==> src/rtl/mem_arbiter.sv <==
// Two-requester (core/debug) memory arbiter with debug starvation guard and bus lock.
// Checks access alignment and returns one-cycle responses with registered read data.
module mem_arbiter #(
   parameter int unsigned STARVE_MAX = 4
) (
   input  logic        clk,
   input  logic        rst_n,
   input  logic        c_req,
   input  logic        c_we,
   input  logic [31:0] c_addr,
   input  logic [31:0] c_wdata,
   input  logic [2:0]  c_type,
   output logic        c_gnt,
   output logic        c_rvalid,
   output logic        c_err,
   output logic [31:0] c_rdata,
   input  logic        d_req,
   input  logic        d_we,
   input  logic        d_lock,
   input  logic [31:0] d_addr,
   input  logic [31:0] d_wdata,
   input  logic [2:0]  d_type,
   output logic        d_gnt,
   output logic        d_rvalid,
   output logic        d_err,
   output logic [31:0] d_rdata,
   output logic        m_store,
   output logic [31:0] m_direccion,
   output logic [31:0] m_store_data,
   output logic [31:0] m_offset,
   output logic [2:0]  m_type,
   input  logic [31:0] m_load_data
);

   localparam int unsigned CNT_W = (STARVE_MAX < 1) ? 1 : $clog2(STARVE_MAX + 1);
   localparam logic [CNT_W-1:0] CNT_MAX = CNT_W'(STARVE_MAX);

   typedef enum logic {
      NORMAL   = 1'b0,
      DBG_LOCK = 1'b1
   } state_t;

   state_t           state;
   state_t           state_nxt;
   logic [CNT_W-1:0] starve_cnt;
   logic [CNT_W-1:0] starve_cnt_nxt;
   logic             acc_illegal;

   // Misaligned halfword/word accesses and the reserved size code are rejected.
   function automatic logic is_illegal(input logic [2:0] t, input logic [1:0] a);
      logic bad;
      bad = 1'b0;
      case (t[1:0])
         2'b01:   bad = a[0];
         2'b10:   bad = (a != 2'b00);
         2'b11:   bad = 1'b1;
         default: bad = 1'b0;
      endcase
      return bad;
   endfunction

   // State register
   always_ff @(posedge clk) begin
      if (!rst_n) begin
         state      <= NORMAL;
         starve_cnt <= '0;
      end else begin
         state      <= state_nxt;
         starve_cnt <= starve_cnt_nxt;
      end
   end

   // Next-state logic
   always_comb begin
      state_nxt      = state;
      starve_cnt_nxt = starve_cnt;
      if (!d_req || d_gnt) begin
         starve_cnt_nxt = '0;
      end else if (c_gnt && (starve_cnt != CNT_MAX)) begin
         starve_cnt_nxt = starve_cnt + CNT_W'(1);
      end
      case (state)
         NORMAL: begin
            if (d_gnt && d_lock) state_nxt = DBG_LOCK;
         end
         DBG_LOCK: begin
            if (!d_req || (d_gnt && !d_lock)) state_nxt = NORMAL;
         end
         default: state_nxt = NORMAL;
      endcase
   end

   // Grant and memory-port outputs
   always_comb begin
      c_gnt        = 1'b0;
      d_gnt        = 1'b0;
      m_store      = 1'b0;
      m_offset     = 32'h0;
      m_direccion  = c_addr;
      m_store_data = c_wdata;
      m_type       = c_type;
      acc_illegal  = is_illegal(c_type, c_addr[1:0]);
      if (rst_n) begin
         case (state)
            NORMAL: begin
               if (c_req && (starve_cnt < CNT_MAX)) c_gnt = 1'b1;
               else if (d_req)                      d_gnt = 1'b1;
            end
            DBG_LOCK: d_gnt = d_req;
            default: begin
               c_gnt = 1'b0;
               d_gnt = 1'b0;
            end
         endcase
      end
      if (d_gnt) begin
         m_direccion  = d_addr;
         m_store_data = d_wdata;
         m_type       = d_type;
         acc_illegal  = is_illegal(d_type, d_addr[1:0]);
      end
      m_store = !acc_illegal && ((c_gnt && c_we) || (d_gnt && d_we));
   end

   // Response registers: one-cycle rvalid, err and zeroed data on illegal access
   always_ff @(posedge clk) begin
      if (!rst_n) begin
         c_rvalid <= 1'b0;
         c_err    <= 1'b0;
         c_rdata  <= 32'h0;
         d_rvalid <= 1'b0;
         d_err    <= 1'b0;
         d_rdata  <= 32'h0;
      end else begin
         c_rvalid <= c_gnt;
         c_err    <= c_gnt && acc_illegal;
         d_rvalid <= d_gnt;
         d_err    <= d_gnt && acc_illegal;
         if (c_gnt) begin
            if (acc_illegal)  c_rdata <= 32'h0;
            else if (!c_we)   c_rdata <= m_load_data;
         end
         if (d_gnt) begin
            if (acc_illegal)  d_rdata <= 32'h0;
            else if (!d_we)   d_rdata <= m_load_data;
         end
      end
   end

endmodule

==> config.mk <==
export PLATFORM = sky130hd
export DESIGN_NAME = mem_arbiter
export DESIGN_NICKNAME = d
export VERILOG_FILES = /design/src/rtl/mem_arbiter.sv
export SDC_FILE = /design/constraint.sdc
export NUM_CORES = 1
export LEC_CHECK = 0
export ABC_AREA = 1
export BUFFER_PORTS_ARGS = -buffer_cell sky130_fd_sc_hd__buf_4
export CAP_MARGIN = 20
export CELL_PAD_IN_SITES_DETAIL_PLACEMENT = 2
export CELL_PAD_IN_SITES_GLOBAL_PLACEMENT = 2
export CORE_UTILIZATION = 17
export DETAILED_ROUTE_END_ITERATION = 10
export MAX_ROUTING_LAYER = met4
export PLACE_DENSITY_LB_ADDON = 0.1
export SLEW_MARGIN = 20
export SYNTH_ARGS = -nofsm -noshare
export SYNTH_HDL_FRONTEND = slang
export SYNTH_SLANG_ARGS = --single-unit
==> constraint.sdc <==
create_clock -name clk -period 1.9 [get_ports clk]
set_clock_uncertainty 0.2 [all_clocks]
set_input_delay 0.19 -clock clk [delete_from_list [all_inputs] [get_ports clk]]
set_output_delay 0.19 -clock clk [all_outputs]
set_load 0.005 [all_outputs]
==> results of run 1 <==
==> layout make-up <==
class	instances	area (sq um)	share of cell area [%]
Clock buffer	11	242.7	3.098
Clock inverter	5	32.53	0.4152
Inverter	19	86.33	1.102
Multi-Input combinational cell	457	2170	27.69
Sequential cell	72	1444	18.43
Tap cell	280	350.3	4.471
Timing Repair Buffer	391	3510	44.79
==> worst max-delay path, cell delays in order (launching register included) <==
cell and delay (ns):
sky130_fd_sc_hd__dfxtp_2 0.33, sky130_fd_sc_hd__nor2_4 0.20, sky130_fd_sc_hd__nand2_4 0.10, sky130_fd_sc_hd__nand2_8 0.14, sky130_fd_sc_hd__buf_12 0.13, sky130_fd_sc_hd__buf_16 0.11
sky130_fd_sc_hd__nand2_1 0.06, sky130_fd_sc_hd__nand2_1 0.07, sky130_fd_sc_hd__buf_4 0.11
==> flip-flops by register name, indices dropped and copies added, names as in the netlist <==
signal and flops:
c_err 1, c_rdata 32, c_rvalid 1, d_err 1, d_rdata 32, d_rvalid 1, starve_cnt 3, state 1
==> cell families (layout without fill, tap and decap cells) <==
kind of cell             Yosys count  after routing  synth area share, %
AND/OR/NAND/NOR                  320            321                34.23
AO/OA/AOI/OAI                    102            102                13.80
buffers and inverters             92            426                13.37
flip-flops                        72             72                37.84
adder cells (fa/ha/maj)            2              2               0.6569
other                              1             32              0.09846
==> worst max-delay path by stage <==
stage	to	cells after the start	startpoint
finish	m_direccion[2]	8	starve_cnt[2]
global placement	c_rdata[7]	7	starve_cnt[2]
CTS	m_store_data[11]	8	state
detailed placement	c_rdata[11]	7	starve_cnt[2]
floorplan	c_rdata[10]	9	starve_cnt[2]
global route	m_direccion[2]	8	starve_cnt[2]
==> layer usage <==
layer	vias to the layer above	global-route usage (%)	share of wire (%)
met5	-	-	0
met4	0	3.267	0.86
met1	2632	19.22	37
met3	13	5.988	6.9
met2	199	37.55	55
li1	2559	-	-
==> power breakdown <==
group          internal (mW)  switching [mW]  leakage [nW]
sequential              1.57          0.0326         0.586
combinational          0.779           0.625          3.21
clock                  0.918           0.677         0.139
total                   3.26            1.34          3.94
==> Yosys cell counts (all sizes together) <==
library cell    n  area, sq um
a21oi          68        355.3
dfxtp          72         1441
nor2            8        35.03
nand2         246        938.4
clkbuf         21        78.83
buf            52        356.6
conb            1        3.750
inv            19        73.82
ha              2        25.02
nand3          66        330.3
o21ai          34        170.2
==> timing repair <==
| action | 4_1_cts | 5_1_grt |
|---|---|---|
| pin swaps | 10 | 21 |
| hold buffers | 35 | 0 |
| setup endpoints to repair | 69 | 126 |
| hold endpoints to repair | 67 | 0 |
| cloned | 5 | 14 |
| resized for setup | 23 | 70 |
| setup buffers | 8 | 5 |
==> metrics.log, run 1 <==
[metrics] endpoint class of the critical path: output pin
[metrics] number of nets in the finished design: 1125
[metrics] DR iter-0 viols: 152
[metrics] post-placement setup slack: 0.05295 ns
[metrics] reg-to-reg setup timing slack: 0.05 ns
[metrics] drt first pass iters: 4
[metrics] maximum vdd drop: 0.0003655 V
[metrics] classification of the worst setup path: flop to output pin
[metrics] antenna fix cells: 0
[metrics] port bufs: 310
[metrics] sum of net half-perimeters after detailed placement: 17360 um
[metrics] cell at the root of the clock tree: sky130_fd_sc_hd__clkbuf_16
[metrics] worst reg2reg endpoint: c_rdata[16]
[metrics] number of DRC violations after detailed routing: 0
[metrics] aggregate negative setup slack: -1.500 ns
[metrics] total track usage: 19.50%
[metrics] number of top-level design ports: 343
[metrics] utilization after layout: 35.79%
[metrics] clock latency at the later pin of the worst-skew pair: 0.33 ns
[metrics] dpl cell area: 6387 sq um
[metrics] pin count of the biggest net entering global routing: 41
[metrics] Hold Path Cell Cnt: 3
[metrics] hold worst-path end: c_rvalid
[metrics] Sink Count: 72
[metrics] Startpoint Class: flop
[metrics] critical path data required time: 1.51 ns
[metrics] final period demand of the worst path: 1.982 ns
[metrics] fin. max-slew vios: 0
[metrics] Non-Filler Cell Area, Final: 7835 sq um
[metrics] R2R depth: 11
[metrics] final weighted congestion of routability-driven global placement: 0.7648
[metrics] # Max-Cap Violations: 0
[metrics] flop and latch count out of synthesis: 72
[metrics] setup repair after global routing missed its margin: yes
[metrics] overall die area: 23010 sq um
[metrics] sum of internal, switching and leakage power: 4.598 mW
[metrics] Site Rows: 54
[metrics] number of instances in the synthesized netlist: 589
[metrics] core area: 21890 sq um
[metrics] clock tree buffer depth: 2
[metrics] post-route setup slack: -0.08190 ns
[metrics] Routed WL per cell: 19.55 um
[metrics] arrival time reported for the critical path endpoint: 1.59 ns
[metrics] width of the die: 151.7 um
[metrics] warnings from Yosys: 0
[metrics] total power density per cell area: 586.8 nW/um^2
[metrics] number of CTS-inserted buffers: 9
[metrics] final standard cell count with taps included and fillers excluded: 1235
[metrics] count of endpoints failing setup in the final report: 48
[metrics] final worst path period share: 104.3%
[metrics] htree depth: 3
[metrics] Min Hold Slack: -0.008240 ns
[metrics] maximum operating frequency: 504.6 MHz
[metrics] fillers: 2594
[metrics] launch point of the worst hold path: rst_n
[metrics] vias in the first global route: 5697
[metrics] leading cell types in the layout, fill and taps excluded: sky130_fd_sc_hd__buf_4 (305), sky130_fd_sc_hd__nand2_1 (212), sky130_fd_sc_hd__dfxtp_1 (70), sky130_fd_sc_hd__nand3_1 (63), sky130_fd_sc_hd__a21oi_1 (61)
[metrics] final routed wirelength across all metal layers: 24140 um
[metrics] maximum fanout along the worst path: 6
[metrics] count of nets left with antenna violations after detail routing: 0
[metrics] share of layout cells above drive strength 1: 44.50%
[metrics] final hold vios: 1
[metrics] wire length of the first global-routing pass: 32490 um
[metrics] Placed Cells: 1153
[metrics] status: finished, violations left
[metrics] library cells used by synthesis: 21
[metrics] initial antenna violation count: 0
[metrics] netlist area before placement: 3809 sq um
[metrics] Overflow after GRT: 0
[metrics] clock tree from TritonCTS: built
[metrics] total number of vias: 5403
[metrics] Min-Delay Path Class: input pin to flop
[metrics] startpoint of the worst register-to-register path: starve_cnt[2]
[metrics] clock transition at the register clock pins on the worst setup and hold paths after CTS: 0.05 ns
[metrics] detailed-route vias per instance: 4.375
[metrics] mean area per synthesized cell: 6.466 sq um
[metrics] leakage power figure: 3.935 nW
[metrics] sequential-to-total area share from yosys stat: 37.84%
[metrics] most frequent standard cell in the layout excluding fill and tap cells: sky130_fd_sc_hd__buf_4
[metrics] Area growth syn-to-layout: 105.7%
[metrics] failing checks: hold timing, setup timing
[metrics] die extent in y: 151.7 um
[metrics] starting density of the core: 17.40%
Power figures use the tool's default switching activity.
==> run 2: changes to the inputs <==
--- a/config.mk
+++ b/config.mk
@@ -12,6 +12,7 @@
 export CELL_PAD_IN_SITES_GLOBAL_PLACEMENT = 2
 export CORE_UTILIZATION = 17
 export DETAILED_ROUTE_END_ITERATION = 10
+export GPL_TIMING_DRIVEN = 0
 export MAX_ROUTING_LAYER = met4
 export PLACE_DENSITY_LB_ADDON = 0.1
 export SLEW_MARGIN = 20
==> run 2 against run 1 <==
The flow still finishes with violations (hold timing, setup timing); register-to-register slack worse by 0.06 ns; die area did not move; highest routed layer unchanged; fmax is 0.12% lower; non-clock buffer count up 44; largest power group unchanged; sequential power barely moved; combinational power barely moved; routed wire length shrank 4.9%; core utilization is 1.6 points higher; design area up 4.5%.
==> metrics.log, run 2 (synthesis gave the netlist of run 1 again) <==
[metrics] DR iter-0 viols: 115 (-24%)
[metrics] biggest cell delay along the critical path: 0.33 ns (about the same)
[metrics] leading cell types in the layout, fill and taps excluded: sky130_fd_sc_hd__buf_4 (317), sky130_fd_sc_hd__nand2_1 (188), sky130_fd_sc_hd__dfxtp_1 (70), sky130_fd_sc_hd__nand3_1 (65), sky130_fd_sc_hd__a21oi_1 (65)
[metrics] clock tree from TritonCTS: built
[metrics] overall die area: 23010 sq um (unchanged)
[metrics] sum of net half-perimeters after detailed placement: 17790 um (+2.5%)
[metrics] leakage power figure: 4.133 nW (+5.0%)
[metrics] final period demand of the worst path: 1.984 ns (+0.002349 ns)
[metrics] cell at the root of the clock tree: sky130_fd_sc_hd__clkbuf_16
[metrics] final hold vios: 1 (unchanged)
[metrics] post-route setup slack: -0.08425 ns (-0.002349 ns)
[metrics] Overflow after GRT: 0 (unchanged)
[metrics] number of DRC violations after detailed routing: 0 (unchanged)
[metrics] Hold Path Cell Cnt: 3 (unchanged)
[metrics] Sink Count: 72 (unchanged)
[metrics] detailed-route vias per instance: 4.254 (-2.8%)
[metrics] post-placement setup slack: -0.1739 ns (-0.2268 ns)
[metrics] endpoint class of the critical path: output pin
[metrics] starting density of the core: 17.40% (unchanged)
[metrics] drt first pass iters: 4 (unchanged)
[metrics] htree depth: 3 (unchanged)
[metrics] wire length of the first global-routing pass: 33310 um (+2.5%)
[metrics] number of nets in the finished design: 1170 (+4.0%)
[metrics] footprint of the multi-input gates: 2306 sq um (+6.3%)
[metrics] Reg area: 1444 sq um (unchanged)
[metrics] final weighted congestion of routability-driven global placement: 0.7456 (-2.5%)
[metrics] critical path data required time: 1.51 ns (about the same)
[metrics] classification of the worst setup path: flop to output pin
[metrics] Min Hold Slack: -0.005668 ns (+0.002572 ns)
[metrics] most frequent standard cell in the layout excluding fill and tap cells: sky130_fd_sc_hd__buf_4
[metrics] count of nets left with antenna violations after detail routing: 0 (unchanged)
[metrics] Routed WL per cell: 17.94 um (-8.2%)
[metrics] count of endpoints failing setup in the final report: 69 (+44%)
[metrics] fillers: 2590 (-0.15%)
[metrics] failing checks: hold timing, setup timing
[metrics] pin count of the biggest net entering global routing: 13 (-68%)
[metrics] most frequent cell on the critical path: sky130_fd_sc_hd__nand2_1
[metrics] Tightest Pin Transition: 0.6520 ns
[metrics] reg-to-reg setup timing slack: -0.01 ns (-0.06 ns)
[metrics] Startpoint Class: flop
[metrics] launch point of the worst hold path: rst_n
[metrics] Placed Cells: 1210 (+4.9%)
[metrics] initial antenna violation count: 0 (unchanged)
[metrics] final routed wirelength across all metal layers: 22970 um (-4.9%)
[metrics] Critical-path top delay cell: sky130_fd_sc_hd__dfxtp_2
[metrics] port bufs: 310 (unchanged)
[metrics] registers with the most flip-flops: c_rdata x32, d_rdata x32, starve_cnt x3
[metrics] R2R depth: 10 (-1)
[metrics] final worst path period share: 104.4% (+0.12 points)
[metrics] vias in the first global route: 5884 (+3.3%)
[metrics] total power density per cell area: 559.3 nW/um^2 (-4.7%)
[metrics] worst reg2reg endpoint: c_rdata[9]
[metrics] status: finished, violations left
[metrics] number of top-level design ports: 343 (unchanged)
[metrics] # Max-Cap Violations: 0 (unchanged)
[metrics] Slew HR: 56.53%
[metrics] clock tree buffer depth: 2 (unchanged)
[metrics] total number of vias: 5445 (+0.78%)
[metrics] worst path cell trace: nor2_4 > a21oi_4 > buf_12 > clkbuf_16 > nand2_1 > nand2_1 > buf_4
[metrics] Non-Filler Cell Area, Final: 8185 sq um (+4.5%)
[metrics] Site Rows: 54 (unchanged)
[metrics] number of CTS-inserted buffers: 9 (unchanged)
[metrics] Min-Delay Path Class: input pin to flop
[metrics] width of the die: 151.7 um (unchanged)
[metrics] fin. max-slew vios: 0 (unchanged)
[metrics] clock transition at the register clock pins on the worst setup and hold paths after CTS: 0.06 ns (about the same)
[metrics] share of layout cells above drive strength 1: 49.45% (+4.9 points)
[metrics] final standard cell count with taps included and fillers excluded: 1280 (+3.6%)
[metrics] Area growth syn-to-layout: 114.9%
[metrics] total track usage: 20.07% (+0.57 points)
[metrics] core area: 21890 sq um (unchanged)
[metrics] utilization after layout: 37.39% (+1.6 points)
[metrics] maximum vdd drop: 0.0003767 V (+3.1%)
[metrics] hold worst-path end: d_rdata[1]
[metrics] dpl cell area: 6603 sq um (+3.4%)
[metrics] startpoint of the worst register-to-register path: starve_cnt[2]
[metrics] maximum fanout along the worst path: 9 (+3)
[metrics] arrival time reported for the critical path endpoint: 1.59 ns (about the same)
[metrics] clock latency at the later pin of the worst-skew pair: 0.34 ns (about the same)
[metrics] die extent in y: 151.7 um (unchanged)
[metrics] setup repair after global routing missed its margin: yes
[metrics] maximum operating frequency: 504.0 MHz (-0.12%)
run 2: worst max path at each step:
stage | start | end | slack (ns) | cells after the start
2_1_floorplan | starve_cnt[2] | c_rdata[10] | 0.35 | 9
3_3_place_gp | starve_cnt[2] | c_rdata[29] | -0.18 | 7
3_5_place_dp | starve_cnt[2] | m_direccion[26] | -0.17 | 7
4_1_cts | state | m_type[1] | -0.13 | 7
5_1_grt | starve_cnt[2] | m_direccion[28] | -0.17 | 7
6_report | starve_cnt[2] | m_direccion[13] | -0.08 | 7
run 2: per-stage QoR:
stage | TNS, ns | power [mW]
global placement | -9.371 | 2.764
floorplan | 0 | 2.044
global route | -13.44 | 4.804
CTS | -6.531 | 4.535
finish | -3.305 | 4.578
detailed placement | -11.06 | 2.772
run 2: worst max-delay path: cells and delay by family (launching register included):
kind,cells,cell delay [ns]
AO/OA/AOI/OAI,1,0.13
AND/OR/NAND/NOR,3,0.32
flip-flops,1,0.33
buffers and inverters,3,0.47
run 2: area by class of cell:
| cell class | count | area share (%) |
|---|---|---|
| plain buffers | 73 | 8.667 |
| inverters | 19 | 0.9019 |
| multi-input cells | 458 | 28.17 |
| flip-flops and latches | 72 | 17.64 |
| clock inverters | 5 | 0.4280 |
| diodes | 1 | 0.03057 |
| clock buffers | 10 | 2.797 |
| repair buffers | 362 | 37.08 |
| well taps | 280 | 4.280 |
run 2: per-layer routing:
layer	track usage, %	vias to the layer above	part of all wire [%]
met5	-	-	0
met4	6.584	0	2.5
met3	6.078	26	7.9
met2	34.55	196	51
met1	21.95	2575	39
li1	-	2648	-
run 2: power by group:
group | total [mW] | switching [mW] | internal, mW
Clock | 1.55 | 0.670 | 0.877
Sequential | 1.60 | 0.0338 | 1.57
Combinational | 1.43 | 0.629 | 0.803
run 2: repair_timing:
item / 4_1_cts / 5_1_grt
cloned: 5 / 7
gates resized for setup: 133 / 82
setup buffers: 3 / 3
pin swaps: 22 / 9
hold buffers: 36 / 0
setup endpoints to repair: 123 / 129
hold endpoints to repair: 66 / 0
==> run 3: changes to the inputs <==
--- a/config.mk
+++ b/config.mk
@@ -11,11 +11,12 @@
 export CELL_PAD_IN_SITES_DETAIL_PLACEMENT = 2
 export CELL_PAD_IN_SITES_GLOBAL_PLACEMENT = 2
 export CORE_UTILIZATION = 17
+export CTS_BUF_LIST = sky130_fd_sc_hd__clkbuf_16
 export DETAILED_ROUTE_END_ITERATION = 10
 export GPL_TIMING_DRIVEN = 0
 export MAX_ROUTING_LAYER = met4
 export PLACE_DENSITY_LB_ADDON = 0.1
-export SLEW_MARGIN = 20
+export SLEW_MARGIN = 25
 export SYNTH_ARGS = -nofsm -noshare
 export SYNTH_HDL_FRONTEND = slang
 export SYNTH_SLANG_ARGS = --single-unit
==> run 3 against run 2 <==
The run still ends with hold timing, setup timing left; routed wire length about the same; worst setup slack about the same; non-clock buffer count stayed put; sequential power hardly changed; flip-flop and latch count is the same; final cell count unchanged; combinational power barely moved; global-route usage unchanged; register-to-register slack hardly changed; design area unchanged; critical endpoint unchanged; largest power group unchanged.
==> metrics.log, run 3 (synthesis gave the netlist of run 1 again) <==
[metrics] status: finished, violations left
[metrics] failing checks: hold timing, setup timing
[metrics] utilization after layout: 37.39% (unchanged)
[metrics] number of top-level design ports: 343 (unchanged)
[metrics] drt first pass iters: 4 (unchanged)
[metrics] Internal Dissipation: 3.240 mW (-0.17%)
[metrics] Site Rows: 54 (unchanged)
[metrics] port bufs: 310 (unchanged)
[metrics] detailed-route vias per instance: 4.255 (about the same)
[metrics] total track usage: 20.07% (unchanged)
[metrics] Startpoint Class: flop
[metrics] classification of the worst setup path: flop to output pin
[metrics] clock share of power: 33.7% (about the same)
[metrics] count of nets left with antenna violations after detail routing: 0 (unchanged)
[metrics] maximum vdd drop: 0.0003767 V (about the same)
[metrics] overall die area: 23010 sq um (unchanged)
[metrics] clock tree buffer depth: 2 (unchanged)
[metrics] count of endpoints failing setup in the final report: 69 (unchanged)
[metrics] Non-Filler Cell Area, Final: 8185 sq um (unchanged)
[metrics] post-route setup slack: -0.08431 ns (-0.00006600 ns)
[metrics] endpoint class of the critical path: output pin
[metrics] Critical-path top delay cell: sky130_fd_sc_hd__dfxtp_2
[metrics] dpl cell area: 6603 sq um (unchanged)
[metrics] htree depth: 3 (unchanged)
[metrics] sequential share of power: 35.0% (about the same)
[metrics] final worst path period share: 104.4% (about the same)
[metrics] sum of net half-perimeters after detailed placement: 17790 um (unchanged)
[metrics] most frequent standard cell in the layout excluding fill and tap cells: sky130_fd_sc_hd__buf_4
[metrics] Routed WL per cell: 17.94 um (about the same)
[metrics] Overflow after GRT: 0 (unchanged)
[metrics] critical path data required time: 1.51 ns (about the same)
[metrics] Reg area: 1444 sq um (unchanged)
[metrics] leakage power figure: 4.137 nW (+0.10%)
[metrics] footprint of the multi-input gates: 2306 sq um (unchanged)
[metrics] clock latency at the later pin of the worst-skew pair: 0.34 ns (about the same)
[metrics] number of CTS-inserted buffers: 9 (unchanged)
[metrics] Crit path max-delay family: buffers and inverters
[metrics] wire length of the first global-routing pass: 33310 um (unchanged)
[metrics] Sink Count: 72 (unchanged)
[metrics] pin count of the biggest net entering global routing: 13 (unchanged)
[metrics] sum of internal, switching and leakage power: 4.574 mW (about the same)
[metrics] Min-Delay Path Class: input pin to flop
[metrics] leading cell types in the layout, fill and taps excluded: sky130_fd_sc_hd__buf_4 (317), sky130_fd_sc_hd__nand2_1 (188), sky130_fd_sc_hd__dfxtp_1 (70), sky130_fd_sc_hd__nand3_1 (65), sky130_fd_sc_hd__a21oi_1 (65)
[metrics] Min Hold Slack: -0.005679 ns (-0.00001121 ns)
[metrics] starting density of the core: 17.40% (unchanged)
[metrics] total number of vias: 5446 (+0.018%)
[metrics] fillers: 2590 (unchanged)
[metrics] total power density per cell area: 558.8 nW/um^2 (about the same)
[metrics] grt met1 use: 21.95% (unchanged)
[metrics] share of layout cells above drive strength 1: 49.45% (unchanged)
[metrics] # Max-Cap Violations: 0 (unchanged)
[metrics] clock transition at the register clock pins on the worst setup and hold paths after CTS: 0.06 ns (about the same)
[metrics] number of buffer and inverter stages on the critical path: 3 (unchanged)
[metrics] initial antenna violation count: 0 (unchanged)
[metrics] met2 track demand over resource: 34.55% (unchanged)
[metrics] maximum operating frequency: 504.0 MHz (about the same)
[metrics] biggest cell delay along the critical path: 0.33 ns (about the same)
[metrics] arrival time reported for the critical path endpoint: 1.59 ns (about the same)
[metrics] final weighted congestion of routability-driven global placement: 0.7456 (unchanged)
[metrics] Gate power share: 31.3% (about the same)
[metrics] maximum fanout along the worst path: 9 (unchanged)
[metrics] core area: 21890 sq um (unchanged)
[metrics] final hold vios: 1 (unchanged)
[metrics] registers with the most flip-flops: c_rdata x32, d_rdata x32, starve_cnt x3
[metrics] fin. max-slew vios: 0 (unchanged)
[metrics] Tightest Pin Transition: 0.6520 ns (unchanged)
[metrics] grt peak-use layer: met2
[metrics] width of the die: 151.7 um (unchanged)
[metrics] Sw Pwr: 1.334 mW (about the same)
[metrics] number of DRC violations after detailed routing: 0 (unchanged)
[metrics] Slew HR: 56.53% (unchanged)
[metrics] fraction of power spent switching nets: 29.17% (+0.049 points)
[metrics] worst path cell trace: nor2_4 > a21oi_4 > buf_12 > clkbuf_16 > nand2_1 > nand2_1 > buf_4
[metrics] DR iter-0 viols: 115 (unchanged)
[metrics] most frequent cell on the critical path: sky130_fd_sc_hd__nand2_1
[metrics] die extent in y: 151.7 um (unchanged)
[metrics] number of nets in the finished design: 1170 (unchanged)
[metrics] met3 track demand over resource in global routing: 6.078% (unchanged)
[metrics] vias in the first global route: 5884 (unchanged)
[metrics] cell at the root of the clock tree: sky130_fd_sc_hd__clkbuf_16
[metrics] final period demand of the worst path: 1.984 ns (+0.00006600 ns)
[metrics] Area growth syn-to-layout: 114.9% (unchanged)
[metrics] clock tree from TritonCTS: built
[metrics] final routed wirelength across all metal layers: 22970 um (about the same)
[metrics] setup repair after global routing missed its margin: yes
run 3: cell types whose count changed in the layout (fill, tap and decap cells not counted):
cell                       change
sky130_fd_sc_hd__clkbuf_1      -1
sky130_fd_sc_hd__inv_1         +1
run 3: path summary, 6_finish.rpt:
path                            cells after the start         endpoint  slack [ns]           from
worst max-delay path                                7  m_direccion[13]       -0.08  starve_cnt[2]
worst min register to register                      1    starve_cnt[0]        0.26  starve_cnt[0]
worst min-delay path                                3       d_rdata[1]      -0.006          rst_n
worst max register to register                     10       c_rdata[9]       -0.01  starve_cnt[2]
run 3: layout make-up:
cell class	count	share of cell area, %
Antenna cell	1	0.03057
Multi-Input combinational cell	458	28.17
Inverter	19	0.9019
Clock buffer	9	2.751
Sequential cell	72	17.64
Clock inverter	6	0.4739
Buffer	73	8.667
Timing Repair Buffer	362	37.08
Tap cell	280	4.280
run 3: timing repair:
action | CTS | global route
setup buffers | 3 | 3
hold buffers | 36 | 0
endpoints found under the setup margin | 123 | 129
gates resized for setup | 133 | 82
endpoints found under the hold margin | 66 | 0
pin swaps | 22 | 9
gates cloned | 5 | 7
run 3: power groups by stage:
stage,Clock (mW),Sequential (mW),Combinational (mW)
6_report,1.54,1.60,1.43
5_1_grt,1.64,1.60,1.55
4_1_cts,1.58,1.60,1.35
3_5_place_dp,0,1.63,1.14
3_3_place_gp,0,1.63,1.13
2_1_floorplan,0,1.63,0.415
run 3: per-layer routing:
layer | share of wire [%] | routed length [um]
met5 | 0 | 0
met4 | 2.5 | 572
met3 | 7.9 | 1822
met2 | 51 | 11630
met1 | 39 | 8943
run 3: stage by stage:
step	TNS, ns	std cells	setup slack [ns]
floorplan	0	620	0.3459
global route	-13.44	1279	-0.1697
finish	-3.302	1280	-0.08431
global placement	-9.371	1210	-0.1758
detailed placement	-11.06	1210	-0.1739
CTS	-6.531	1269	-0.1273
run 3: worst reg2reg max path, cell delays in order, from the launching register on:
cell and delay (ns):
sky130_fd_sc_hd__dfxtp_2 0.33, sky130_fd_sc_hd__nor2_4 0.21, sky130_fd_sc_hd__nand2_4 0.16, sky130_fd_sc_hd__nand2_8 0.15, sky130_fd_sc_hd__nand2_1 0.08, sky130_fd_sc_hd__nand2_2 0.10, sky130_fd_sc_hd__buf_12 0.12, sky130_fd_sc_hd__nand2_4 0.10
sky130_fd_sc_hd__buf_8 0.17, sky130_fd_sc_hd__nand3_1 0.08, sky130_fd_sc_hd__a21oi_1 0.08
